[src/rtl/adc_sched_pkg.sv]
// Shared constants and enumerations for the MCP3008 scan scheduler.
package adc_sched_pkg;

    localparam int NUM_CH = 8;
    localparam int CH_W   = 3;
    localparam int ADC_W  = 10;

    typedef enum logic [1:0] {
        IDLE  = 2'd0,
        ISSUE = 2'd1,
        WAIT  = 2'd2,
        STORE = 2'd3
    } sched_state_t;

    typedef enum logic {
        REQ_SCAN = 1'b0,
        REQ_HOST = 1'b1
    } requester_t;

endpackage

[src/rtl/adc_sample_timer.sv]
// Free-running scan-rate timer: counts 0..PERIOD-1 while enabled and
// emits a single-cycle tick on the wrap cycle.
module adc_sample_timer #(
    parameter int PERIOD = 10000
) (
    input  logic clk,
    input  logic rst,
    input  logic enable_i,
    output logic tick_o
);

    localparam int CNT_W = (PERIOD > 1) ? $clog2(PERIOD) : 1;

    logic [CNT_W-1:0] count_q;
    logic [CNT_W-1:0] count_d;
    logic             wrap;

    assign wrap = (count_q == CNT_W'(PERIOD - 1));

    always_comb begin
        count_d = count_q;
        if (!enable_i || wrap) begin
            count_d = '0;
        end else begin
            count_d = count_q + CNT_W'(1);
        end
    end

    always_ff @(posedge clk) begin
        if (rst) begin
            count_q <= '0;
        end else begin
            count_q <= count_d;
        end
    end

    assign tick_o = enable_i && wrap;

endmodule

[src/rtl/adc_scan_scheduler.sv]
// Sequences the MCP3008 SPI engine: periodic channel-mask scans plus
// one-shot host conversions, alternating fairly when both compete.
module adc_scan_scheduler
    import adc_sched_pkg::*;
#(
    parameter int SAMPLE_PERIOD_CYCLES = 10000,
    parameter int TIMEOUT_CYCLES       = 4096
) (
    input  logic              clk,
    input  logic              rst,
    input  logic              enable,
    input  logic [NUM_CH-1:0] chan_mask,
    input  logic              single_ended,
    input  logic              host_req,
    input  logic [CH_W-1:0]   host_channel,
    output logic              host_ack,
    output logic              host_valid,
    output logic [ADC_W-1:0]  host_data,
    output logic              conv_start,
    output logic [CH_W-1:0]   conv_channel,
    output logic              conv_single,
    input  logic              conv_busy,
    input  logic              conv_done,
    input  logic [ADC_W-1:0]  conv_data,
    output logic              sample_valid,
    output logic [CH_W-1:0]   sample_channel,
    output logic [ADC_W-1:0]  sample_data,
    output logic              scan_done,
    output logic              overrun,
    output logic              timeout_err,
    input  logic              clear_err
);

    localparam int TO_W = $clog2(TIMEOUT_CYCLES + 1);

    sched_state_t      state_q, state_d;
    requester_t        req_q, req_d;
    logic [CH_W-1:0]   chan_q, chan_d;
    logic              single_q, single_d;
    logic [NUM_CH-1:0] pending_q, pending_d;
    logic [TO_W-1:0]   wait_cnt_q, wait_cnt_d;
    logic              abort_q, abort_d;
    logic              host_ack_q, host_ack_d;
    logic [ADC_W-1:0]  host_data_q, host_data_d;
    logic [CH_W-1:0]   sample_ch_q, sample_ch_d;
    logic [ADC_W-1:0]  sample_data_q, sample_data_d;
    logic              overrun_q, overrun_d;
    logic              timeout_q, timeout_d;

    logic              tick;
    logic              pick_host;
    logic              overrun_set;
    logic              timeout_set;
    logic [NUM_CH-1:0] sel_clear;
    logic [NUM_CH-1:0] pending_after;
    logic [NUM_CH-1:0] low_onehot;
    logic [CH_W-1:0]   low_idx;

    adc_sample_timer #(
        .PERIOD (SAMPLE_PERIOD_CYCLES)
    ) u_timer (
        .clk      (clk),
        .rst      (rst),
        .enable_i (enable),
        .tick_o   (tick)
    );

    // Two's-complement trick isolates the lowest pending channel.
    assign low_onehot = pending_q & (~pending_q + NUM_CH'(1));

    always_comb begin
        low_idx = '0;
        for (int i = 0; i < NUM_CH; i++) begin
            if (low_onehot[i]) begin
                low_idx = CH_W'(i);
            end
        end
    end

    // The host yields once after its own conversion if a scan is pending.
    assign pick_host = host_req && !((req_q == REQ_HOST) && (pending_q != '0));

    always_comb begin
        state_d       = state_q;
        req_d         = req_q;
        chan_d        = chan_q;
        single_d      = single_q;
        wait_cnt_d    = wait_cnt_q;
        abort_d       = abort_q;
        host_ack_d    = 1'b0;
        host_data_d   = host_data_q;
        sample_ch_d   = sample_ch_q;
        sample_data_d = sample_data_q;
        sel_clear     = '0;
        timeout_set   = 1'b0;
        overrun_set   = 1'b0;

        case (state_q)
            IDLE: begin
                if (pick_host) begin
                    req_d      = REQ_HOST;
                    chan_d     = host_channel;
                    single_d   = single_ended;
                    host_ack_d = 1'b1;
                    state_d    = ISSUE;
                end else if (pending_q != '0) begin
                    req_d     = REQ_SCAN;
                    chan_d    = low_idx;
                    single_d  = single_ended;
                    sel_clear = low_onehot;
                    state_d   = ISSUE;
                end
            end
            ISSUE: begin
                if (!conv_busy) begin
                    wait_cnt_d = '0;
                    state_d    = WAIT;
                end
            end
            WAIT: begin
                if (conv_done) begin
                    abort_d = 1'b0;
                    state_d = STORE;
                    if (req_q == REQ_HOST) begin
                        host_data_d = conv_data;
                    end else begin
                        sample_ch_d   = chan_q;
                        sample_data_d = conv_data;
                    end
                end else if (wait_cnt_q == TO_W'(TIMEOUT_CYCLES - 1)) begin
                    abort_d     = 1'b1;
                    timeout_set = 1'b1;
                    state_d     = STORE;
                    if (req_q == REQ_HOST) begin
                        host_data_d = '0;
                    end
                end else begin
                    wait_cnt_d = wait_cnt_q + TO_W'(1);
                end
            end
            default: begin
                state_d = IDLE;
            end
        endcase

        pending_after = pending_q & ~sel_clear;
        if (!enable) begin
            pending_d = '0;
        end else if (tick) begin
            overrun_set = (pending_after != '0);
            pending_d   = chan_mask;
        end else begin
            pending_d = pending_after;
        end

        overrun_d = clear_err ? 1'b0 : (overrun_q | overrun_set);
        timeout_d = clear_err ? 1'b0 : (timeout_q | timeout_set);
    end

    always_ff @(posedge clk) begin
        if (rst) begin
            state_q       <= IDLE;
            req_q         <= REQ_SCAN;
            chan_q        <= '0;
            single_q      <= 1'b0;
            pending_q     <= '0;
            wait_cnt_q    <= '0;
            abort_q       <= 1'b0;
            host_ack_q    <= 1'b0;
            host_data_q   <= '0;
            sample_ch_q   <= '0;
            sample_data_q <= '0;
            overrun_q     <= 1'b0;
            timeout_q     <= 1'b0;
        end else begin
            state_q       <= state_d;
            req_q         <= req_d;
            chan_q        <= chan_d;
            single_q      <= single_d;
            pending_q     <= pending_d;
            wait_cnt_q    <= wait_cnt_d;
            abort_q       <= abort_d;
            host_ack_q    <= host_ack_d;
            host_data_q   <= host_data_d;
            sample_ch_q   <= sample_ch_d;
            sample_data_q <= sample_data_d;
            overrun_q     <= overrun_d;
            timeout_q     <= timeout_d;
        end
    end

    assign conv_start     = (state_q == ISSUE) && !conv_busy;
    assign conv_channel   = chan_q;
    assign conv_single    = single_q;
    assign host_ack       = host_ack_q;
    assign host_valid     = (state_q == STORE) && (req_q == REQ_HOST);
    assign host_data      = host_data_q;
    assign sample_valid   = (state_q == STORE) && (req_q == REQ_SCAN) && !abort_q;
    assign sample_channel = sample_ch_q;
    assign sample_data    = sample_data_q;
    assign scan_done      = (state_q == STORE) && (req_q == REQ_SCAN) && (pending_q == '0);
    assign overrun        = overrun_q;
    assign timeout_err    = timeout_q;

endmodule
[config.mk]
export PLATFORM = sky130hd
export DESIGN_NAME = adc_scan_scheduler
export DESIGN_NICKNAME = d
export VERILOG_FILES = /design/src/rtl/adc_sched_pkg.sv /design/src/rtl/adc_sample_timer.sv /design/src/rtl/adc_scan_scheduler.sv
export SDC_FILE = /design/constraint.sdc
export NUM_CORES = 1
export LEC_CHECK = 0
export BUFFER_PORTS_ARGS = -buffer_cell sky130_fd_sc_hd__buf_4
export CORE_UTILIZATION = 45
export CTS_BUF_LIST = sky130_fd_sc_hd__clkbuf_4
export CTS_CLUSTER_SIZE = 20
export DETAILED_ROUTE_END_ITERATION = 6
export GPL_ROUTABILITY_DRIVEN = 0
export GPL_TIMING_DRIVEN = 0
export PLACE_DENSITY = 0.67
export SYNTH_ARGS = -nofsm -noshare
export SYNTH_HDL_FRONTEND = slang
export SYNTH_SLANG_ARGS = --single-unit
[constraint.sdc]
create_clock -name clk -period 2.1 [get_ports clk]
set_input_delay 0.42 -clock clk [delete_from_list [all_inputs] [get_ports clk]]
set_output_delay 0.42 -clock clk [all_outputs]
set_load 0.05 [all_outputs]
* After elaboration in Yosys (flattened, before gate mapping) *
Index checks and enable logic that the tools add are counted.

storage, ports and cells
  register bits after elaboration = 69
  input port bits = 29
  output and inout port bits = 34
  logic and storage cells = 105

cells by class
  $add $sub $neg = 3
  eq/ne operators = 10
  multiplexer cells = 39
  bitwise logic cells = 9
  reductions and logical operators = 30

operator list
  cell                     count
  $mux W10                 4
  $mux W13                 3
  $mux W8                  4
  $pmux W13 S2             1
  $mux W3                  6
  $and A8 B8 Y8            2
  $not A8 Y8               2
  $reduce_bool A8 Y1       2
  $add A14 B1 Y14 const B  1
  $eq A14 B14 Y1 const B   1
  $mux W2                  7
  $add A13 B1 Y13 const B  1
  $eq A13 B12 Y1 const B   1
  $mux W1                  13
  $reduce_and A3 Y1        3
  $add A8 B1 Y8 const B    1
  $logic_and A1 B1 Y1      8
  $logic_not A8 Y1         1
  $reduce_or A2 Y1         4
  $ne A2 B2 Y1 const B     3
  $ne A3 B3 Y1 const B     2
  $pmux W2 S3              1
  $reduce_bool A2 Y1       3
  $eq A2 B2 Y1 const B     2
  8 further kinds          15

* Logic depth before layout (Yosys ltp) *
Gate-level depths: netlist (run 1).

  word-level depth = 12
  depth in mapped cells = 8
  gate-level depth less buffers = 7

* Modules after synthesis *
A second synthesis (run 1) with hierarchy kept.

unflattened totals
  cell total of the unflattened synthesis = 387
  area total of the unflattened synthesis = 3174.3 um2

by module, submodules not included
  module              instances  cells an instance  area an instance (um2)  seq. area each (um2)
  adc_scan_scheduler  1          317                2539.9                  1101.1
  adc_sample_timer    1          70                 634.4                   280.3

* Worst setup path before layout (run 1) *
Ideal clock, no wire load.

  path kind = flip-flop to output port
  start point = register pending_q[4]
  end point = output port scan_done
  data arrival time = 1.539 ns
  required time = 1.680 ns
  slack = 0.141 ns
  stages on the path, launching flop included = 5
  buffers on the path = 1
  path through = dfxtp_1 > clkbuf_1 > nor3_1 > nand3b_1 > nor2_1

between the ends
  word-level cells in the longest chain between the ends = 2

RTL lines
  what                      line                       source
  start: declaration        adc_scan_scheduler.sv:40   logic [NUM_CH-1:0] pending_q, pending_d;
  start signal: assignment  adc_scan_scheduler.sv:180  pending_q <= pending_d;
  $logic_not A8 Y1          adc_scan_scheduler.sv:201  assign scan_done = (state_q == STORE) && (req_q == REQ_SCAN) && (pending_q == '0);
  $logic_and A1 B1 Y1       adc_scan_scheduler.sv:201
  end: declaration          adc_scan_scheduler.sv:28   output logic scan_done,

No other way between the ends.

* Final worst setup path (run 1) *
  start point = register pending_q[1]
  end point = output port scan_done

Same word-level chain as after synthesis.

==> results of run 1 <==
## power by group through the flow
stage	Combinational, mW	Clock (mW)	Sequential, mW
3_5_place_dp	1.06	0	1.47
5_1_grt	1.17	1.08	1.47
2_1_floorplan	0.630	0	1.61
4_1_cts	1.05	1.01	1.45
6_report	1.07	0.996	1.45
3_3_place_gp	1.04	0	1.47
## critical path: stages (launching register included)
cell and delay [ps]:
dfxtp_4 380, nor4_4 300, nand3b_1 170, nor2_2 170
buf_6 170
## state kept, by name (all words and copies together) (netlist names)
signal,cells
abort_q,1
conv_channel,3
conv_single,1
host_ack,1
host_data,10
overrun,1
pending_q,8
req_q,1
sample_channel,3
sample_data,10
state_q,2
timeout_err,1
u_timer.count_q,14
wait_cnt_q,13
## cells by family after synthesis
group                    Yosys count
AND/OR/NAND/NOR                  175
AO/OA/AOI/OAI                     78
flip-flops                        69
buffers and inverters             29
XOR/XNOR                          23
adder cells (fa/ha/maj)            6
multiplexers                       3
## per-layer routing
metal / global-route usage / part of all wire / vias to the layer above
met2: 0.332 / 0.46 / 67
li1: - / - / 1492
met5: 0 / 0 / -
met1: 0.253 / 0.47 / 1330
met4: 0.0818 / 0.011 / 0
met3: 0.0529 / 0.056 / 12
## per-stage QoR
stage / std cells / setup TNS [ps] / setup WS (ps) / instance area (µm²)
6_report: 557 / 0 / 74.7 / 3990
5_1_grt: 557 / -22.4 / -22.4 / 3990
4_1_cts: 556 / 0 / 6.23 / 3930
3_5_place_dp: 539 / 0 / 49.2 / 3750
3_3_place_gp: 539 / 0 / 95.3 / 3750
2_1_floorplan: 383 / 0 / 141 / 3180
## synthesized netlist by cell type (3+ instances only)
cell / n / area share
nand2_1: 60 / 0.071
ha_1: 6 / 0.024
xnor2_1: 18 / 0.050
nand2b_1: 8 / 0.016
clkbuf_1: 15 / 0.018
dfxtp_1: 69 / 0.43
o22ai_1: 3 / 0.0059
inv_1: 8 / 0.0095
nor2b_1: 4 / 0.0079
a21oi_1: 42 / 0.066
nand4_1: 13 / 0.026
nor4_1: 3 / 0.0059
a211oi_1: 11 / 0.026
nand3_1: 16 / 0.025
mux2i_1: 3 / 0.0095
and3_1: 7 / 0.014
xor2_1: 5 / 0.014
nor3_1: 6 / 0.0095
o211ai_1: 5 / 0.012
buf_2: 6 / 0.0095
nor2_1: 41 / 0.048
## repair_timing
item	in CTS	in global routing
resized for setup	3	13
buffers inserted	2	2
endpoints found under the setup margin	2	12
pin swaps	3	4
## how the worst max path moves through the flow
stage | from | to | slack (ps) | cells after the start
after floorplan | pending_q[4]$_SDFF_PP0_ | scan_done | 140 | 4
after global placement | state_q[0]$_SDFFE_PP0P_ | wait_cnt_q[8]$_SDFFE_PP0P_ | 100 | 8
after detailed placement | state_q[0]$_SDFFE_PP0P_ | wait_cnt_q[8]$_SDFFE_PP0P_ | 50 | 8
after CTS | pending_q[4]$_SDFF_PP0_ | scan_done | 6 | 5
after global routing | pending_q[1]$_SDFF_PP0_ | scan_done | -20 | 4
final | pending_q[1]$_SDFF_PP0_ | scan_done | 70 | 4
## cell type report
class,count,area [µm²]
fill,642,2810
multi-input combinational,285,1710
sequential,69,1390
timing repair buffer,64,484
tap,96,120
clock inverter,7,97.6
buffer,19,80.1
clock buffer,9,67.6
inverter,8,30.0
==> flow_summary.ini, run 1 <==
[die]
die_w_um = 86.0
die_height_um = 86.0
coreArea_um2 = 6790
io-pin-count = 63
die-area_um2 = 7400
start_util = 0.468
placementRows = 30

[hold_path]
holdPathEnd = timeout_err$_SDFF_PP0_
hold_path_class = in2reg
min_from = clear_err
worstHoldPathCells = 2

[timing]
rsz0062_at_grt = true
hold_slack_ps = 169
maxSlewHeadroom = 0.455
worst_pin_slew_ps = 815
hold_violations = 0
skew_ps = 11.4
setup_viol = 0
final_max_slew_viol_count = 0
clock.fmax_ghz = 0.494
min_period_ps = 2030
fin_crit_sh = 0.964

[synth]
synth-seq-area-share = 0.435
syn-num-nets = 418
synth_xor_area_frac = 0.0634
synthSimpleGateAreaFrac = 0.273
yosys.area_share.adder = 0.0236
ys_warn_count = 0
ys_seq_elements = 69
synthFlopType = dfxtp_1
synth_top_family_by_area = simple AND/OR/NAND/NOR gates
synthMuxAreaShare = 0.00945
ys_async_sr_fraction = 0
synth_edf_count = 0
synth-compound-area-share = 0.159
yosysUniqueCellTypes = 46
syn_avg_cell_area_um2 = 8.29
syn-instance-count = 383
synth_area_um2 = 3180

[clocking]
clock-sinks = 69
cts_buffers = 9
clockBufferDepth = 2
clk_pin_slew_ps = 120
tritoncts = done
clock_latency_ps = 420
cts-root-buf = clkbuf_4
cts-htree-levels = 3
hold_buffers = 0

[global_routing]
grt_pass1_wl_um = 11900
grt_use_total = 0.202
grt_overflow = 0
grt_pass1_vias = 2592
antenna_found_initial = 0
grt_max_degree = 14

[worst_setup_path]
critPathCaptureType = primary output
reg2reg_from = state_q[0]$_SDFFE_PP0P_
r2r_slack_ps = 190
path_class = reg2out
r2r-end = wait_cnt_q[6]$_SDFFE_PP0P_
arrival_ps = 1610
cp-start-kind = flip-flop
worstPathRequired_ps = 1680
r2r_cells = 8
crit_fanout = 5

[detailed_routing]
dr.pass1.iters = 4
dr_total_vias = 2901
wire_per_inst_um = 13.0
drt_iter0_markers = 90
wirelength_um = 7240
vias_per_cell = 5.21
ant_nets = 0
drcViolationCount = 0

[power_and_ir_drop]
power.density_nw_per_um2 = 884
switchingPower_mw = 1.30
p_seq_frac = 0.413
intPower_mw = 2.22
clock_power_share = 0.283
switching_share = 0.368
p_leak_nw = 1.49
ir_drop_v = 0.000360
p_total_mw = 3.52
combPwrFrac = 0.305

[status]
status = complete, no violations

[layout]
final_core_util = 0.587
drive_gt1_frac = 0.228
nets = 491
final_common_cell = dfxtp_1
syn_to_final_growth_pct = 25.5
final_cell_mix = dfxtp_1 (64), buf_4 (63), nand2_1 (60)
diodes = 0

[placement]
hpwl_um = 5160
io_buffers = 60

[run]
maxCapViolations = 0
(Power assumes the default switching activity.)
==> run 2: changes to the inputs <==
--- a/config.mk
+++ b/config.mk
@@ -5,6 +5,7 @@
 export SDC_FILE = /design/constraint.sdc
 export NUM_CORES = 1
 export LEC_CHECK = 0
+export ABC_CLOCK_PERIOD_IN_PS = 2100
 export BUFFER_PORTS_ARGS = -buffer_cell sky130_fd_sc_hd__buf_4
 export CORE_UTILIZATION = 45
 export CTS_BUF_LIST = sky130_fd_sc_hd__clkbuf_4
==> constraint.sdc (replaced) <==
create_clock -name clk -period 2.1 [get_ports clk]
set_input_delay 0.21 -clock clk [delete_from_list [all_inputs] [get_ports clk]]
set_output_delay 0.21 -clock clk [all_outputs]
set_load 0.05 [all_outputs]
==> run 2 against run 1 <==
Effect of this change: worst setup slack gained 51 ps; highest routed layer unchanged; worst hold slack lost 150 ps; core utilization is essentially flat; die area is the same; sequential share of layout area shrank 0.27 points; register-to-register slack is essentially flat; critical path type unchanged; non-clock buffer count grew 1; global-route usage shrank 0.14 points; combinational power grew 4%; final cell count grew 0.18%; clock skew grew 4.3 ps.
==> flow_summary.ini, run 2 (synthesis gave the netlist of run 1 again) <==
[timing]
fin_crit_sh = 0.940
clock.fmax_ghz = 0.506
hold_slack_ps = 21.1
skew_ps = 15.8
setup_viol = 0
min_period_ps = 1970
maxSlewHeadroom = 0.455
hold_violations = 0
final_max_slew_viol_count = 0
rsz0062_at_grt = false
worst_pin_slew_ps = 814
setup_tns_ps = 0

[worst_setup_path]
slowest_stage = dfxtp_1
arrival_ps = 1760
crit_family = simple AND/OR/NAND/NOR gates
critPathCaptureType = primary output
worst-path-buf-inv = 1
path_class = reg2out
crit_fanout = 8
max_stage_delay_ps = 410
crit_chain = nor4_4 > nand3b_1 > nor2_1 > buf_4
worstPathRequired_ps = 1890
cp-start-kind = flip-flop

[global_routing]
grt_use_met3 = 0.0529
busiest_layer = met2
grtUsageMet1 = 0.251
grt_pass1_vias = 2578
grt_pass1_wl_um = 11800
antenna_found_initial = 0
grt_use_total = 0.201
grt_max_degree = 14
met2_usage = 0.330
grt_overflow = 0

[layout]
drive_gt1_frac = 0.221
fillerInstances = 639
multi_input_comb_area_um2 = 1720
final_cell_mix = dfxtp_1 (69), buf_4 (62), nand2_1 (60)
nets = 492
syn_to_final_growth_pct = 25.4
finalNonFillerCells = 558
largest-register = u_timer.count_q
diodes = 0
reg_top3 = u_timer.count_q x14, wait_cnt_q x13
final_common_cell = dfxtp_1
largest_reg_flops = 14
seqCellArea_um2 = 1380

[hold_path]
hold_path_class = in2reg

[clocking]
clock_latency_ps = 420
clk_pin_slew_ps = 120
cts_buffers = 9
tritoncts = done
clockBufferDepth = 2
cts-root-buf = clkbuf_4
cts-htree-levels = 3
clock-sinks = 69

[power_and_ir_drop]
ir_drop_v = 0.000361
p_leak_nw = 1.48
power.density_nw_per_um2 = 890

[detailed_routing]
wire_per_inst_um = 13.0
drt_iter0_markers = 72
ant_nets = 0
vias_per_cell = 5.17
wirelength_um = 7230
dr_total_vias = 2887
drcViolationCount = 0
dr.pass1.iters = 4

[die]
die_height_um = 86.0
die_w_um = 86.0
coreArea_um2 = 6790
start_util = 0.468
placementRows = 30
die-area_um2 = 7400
io-pin-count = 63

[status]
status = complete, no violations

[placement]
dp.cells = 539
io_buffers = 60
hpwl_um = 5160

[run]
maxCapViolations = 0
[run 2: final cells by class]
| class | count | share of cell area |
|---|---|---|
| clock buffers | 9 | 0.0170 |
| clock inverters | 7 | 0.0245 |
| well taps | 96 | 0.0301 |
| repair buffers | 63 | 0.119 |
| plain buffers | 21 | 0.0223 |
| inverters | 8 | 0.00754 |
| multi-input cells | 285 | 0.433 |
| flip-flops and latches | 69 | 0.347 |
[run 2: metal layers]
layer  share of wire  up-vias  wire length (µm)
li1                -     1490                 -
met1            0.48     1329              3470
met2            0.46       60              3330
met3           0.049        8               357
met4           0.011        0                77
met5               0        -                 0
[run 2: what timing repair did]
item | 4_1_cts | 5_1_grt
endpoints found under the hold margin | 2 | 0
endpoints found under the setup margin | 1 | 12
hold buffers | 1 | 0
pin swaps | 0 | 2
setup buffers | 0 | 2
gates resized for setup | 1 | 11
[run 2: stage by stage]
step / setup slack [ps] / util / instance area, µm² / total power, mW
floorplan: 304 / - / 3180 / 2.24
global placement: 95.3 / 0.552 / 3750 / 2.51
detailed placement: 49.2 / 0.552 / 3750 / 2.54
CTS: 7.70 / 0.578 / 3920 / 3.53
global route: 9.88 / 0.587 / 3990 / 3.74
finish: 125 / 0.587 / 3990 / 3.54
[run 2: path summary, 6_finish.rpt]
| kind | to | depth (start not counted) | start | slack [ps] |
|---|---|---|---|---|
| setup / recovery | scan_done | 4 | pending_q[2]$_SDFF_PP0_ | 130 |
| hold / removal | pending_q[4]$_SDFF_PP0_ | 3 | chan_mask[4] | 20 |
| setup reg to reg | wait_cnt_q[8]$_SDFFE_PP0P_ | 8 | state_q[0]$_SDFFE_PP0P_ | 190 |
| hold reg to reg | host_data[3]$_SDFFE_PP0P_ | 2 | host_data[3]$_SDFFE_PP0P_ | 460 |
[run 2: power breakdown]
group | internal [mW] | total, mW | switching (mW)
clock network | 0.486 | 0.995 | 0.508
registers | 1.39 | 1.44 | 0.0563
logic | 0.359 | 1.11 | 0.748
[run 2: worst min-delay path, stage by stage]
cell	delay, ps
buf_4	110
nand2_1	40
a21oi_1	50
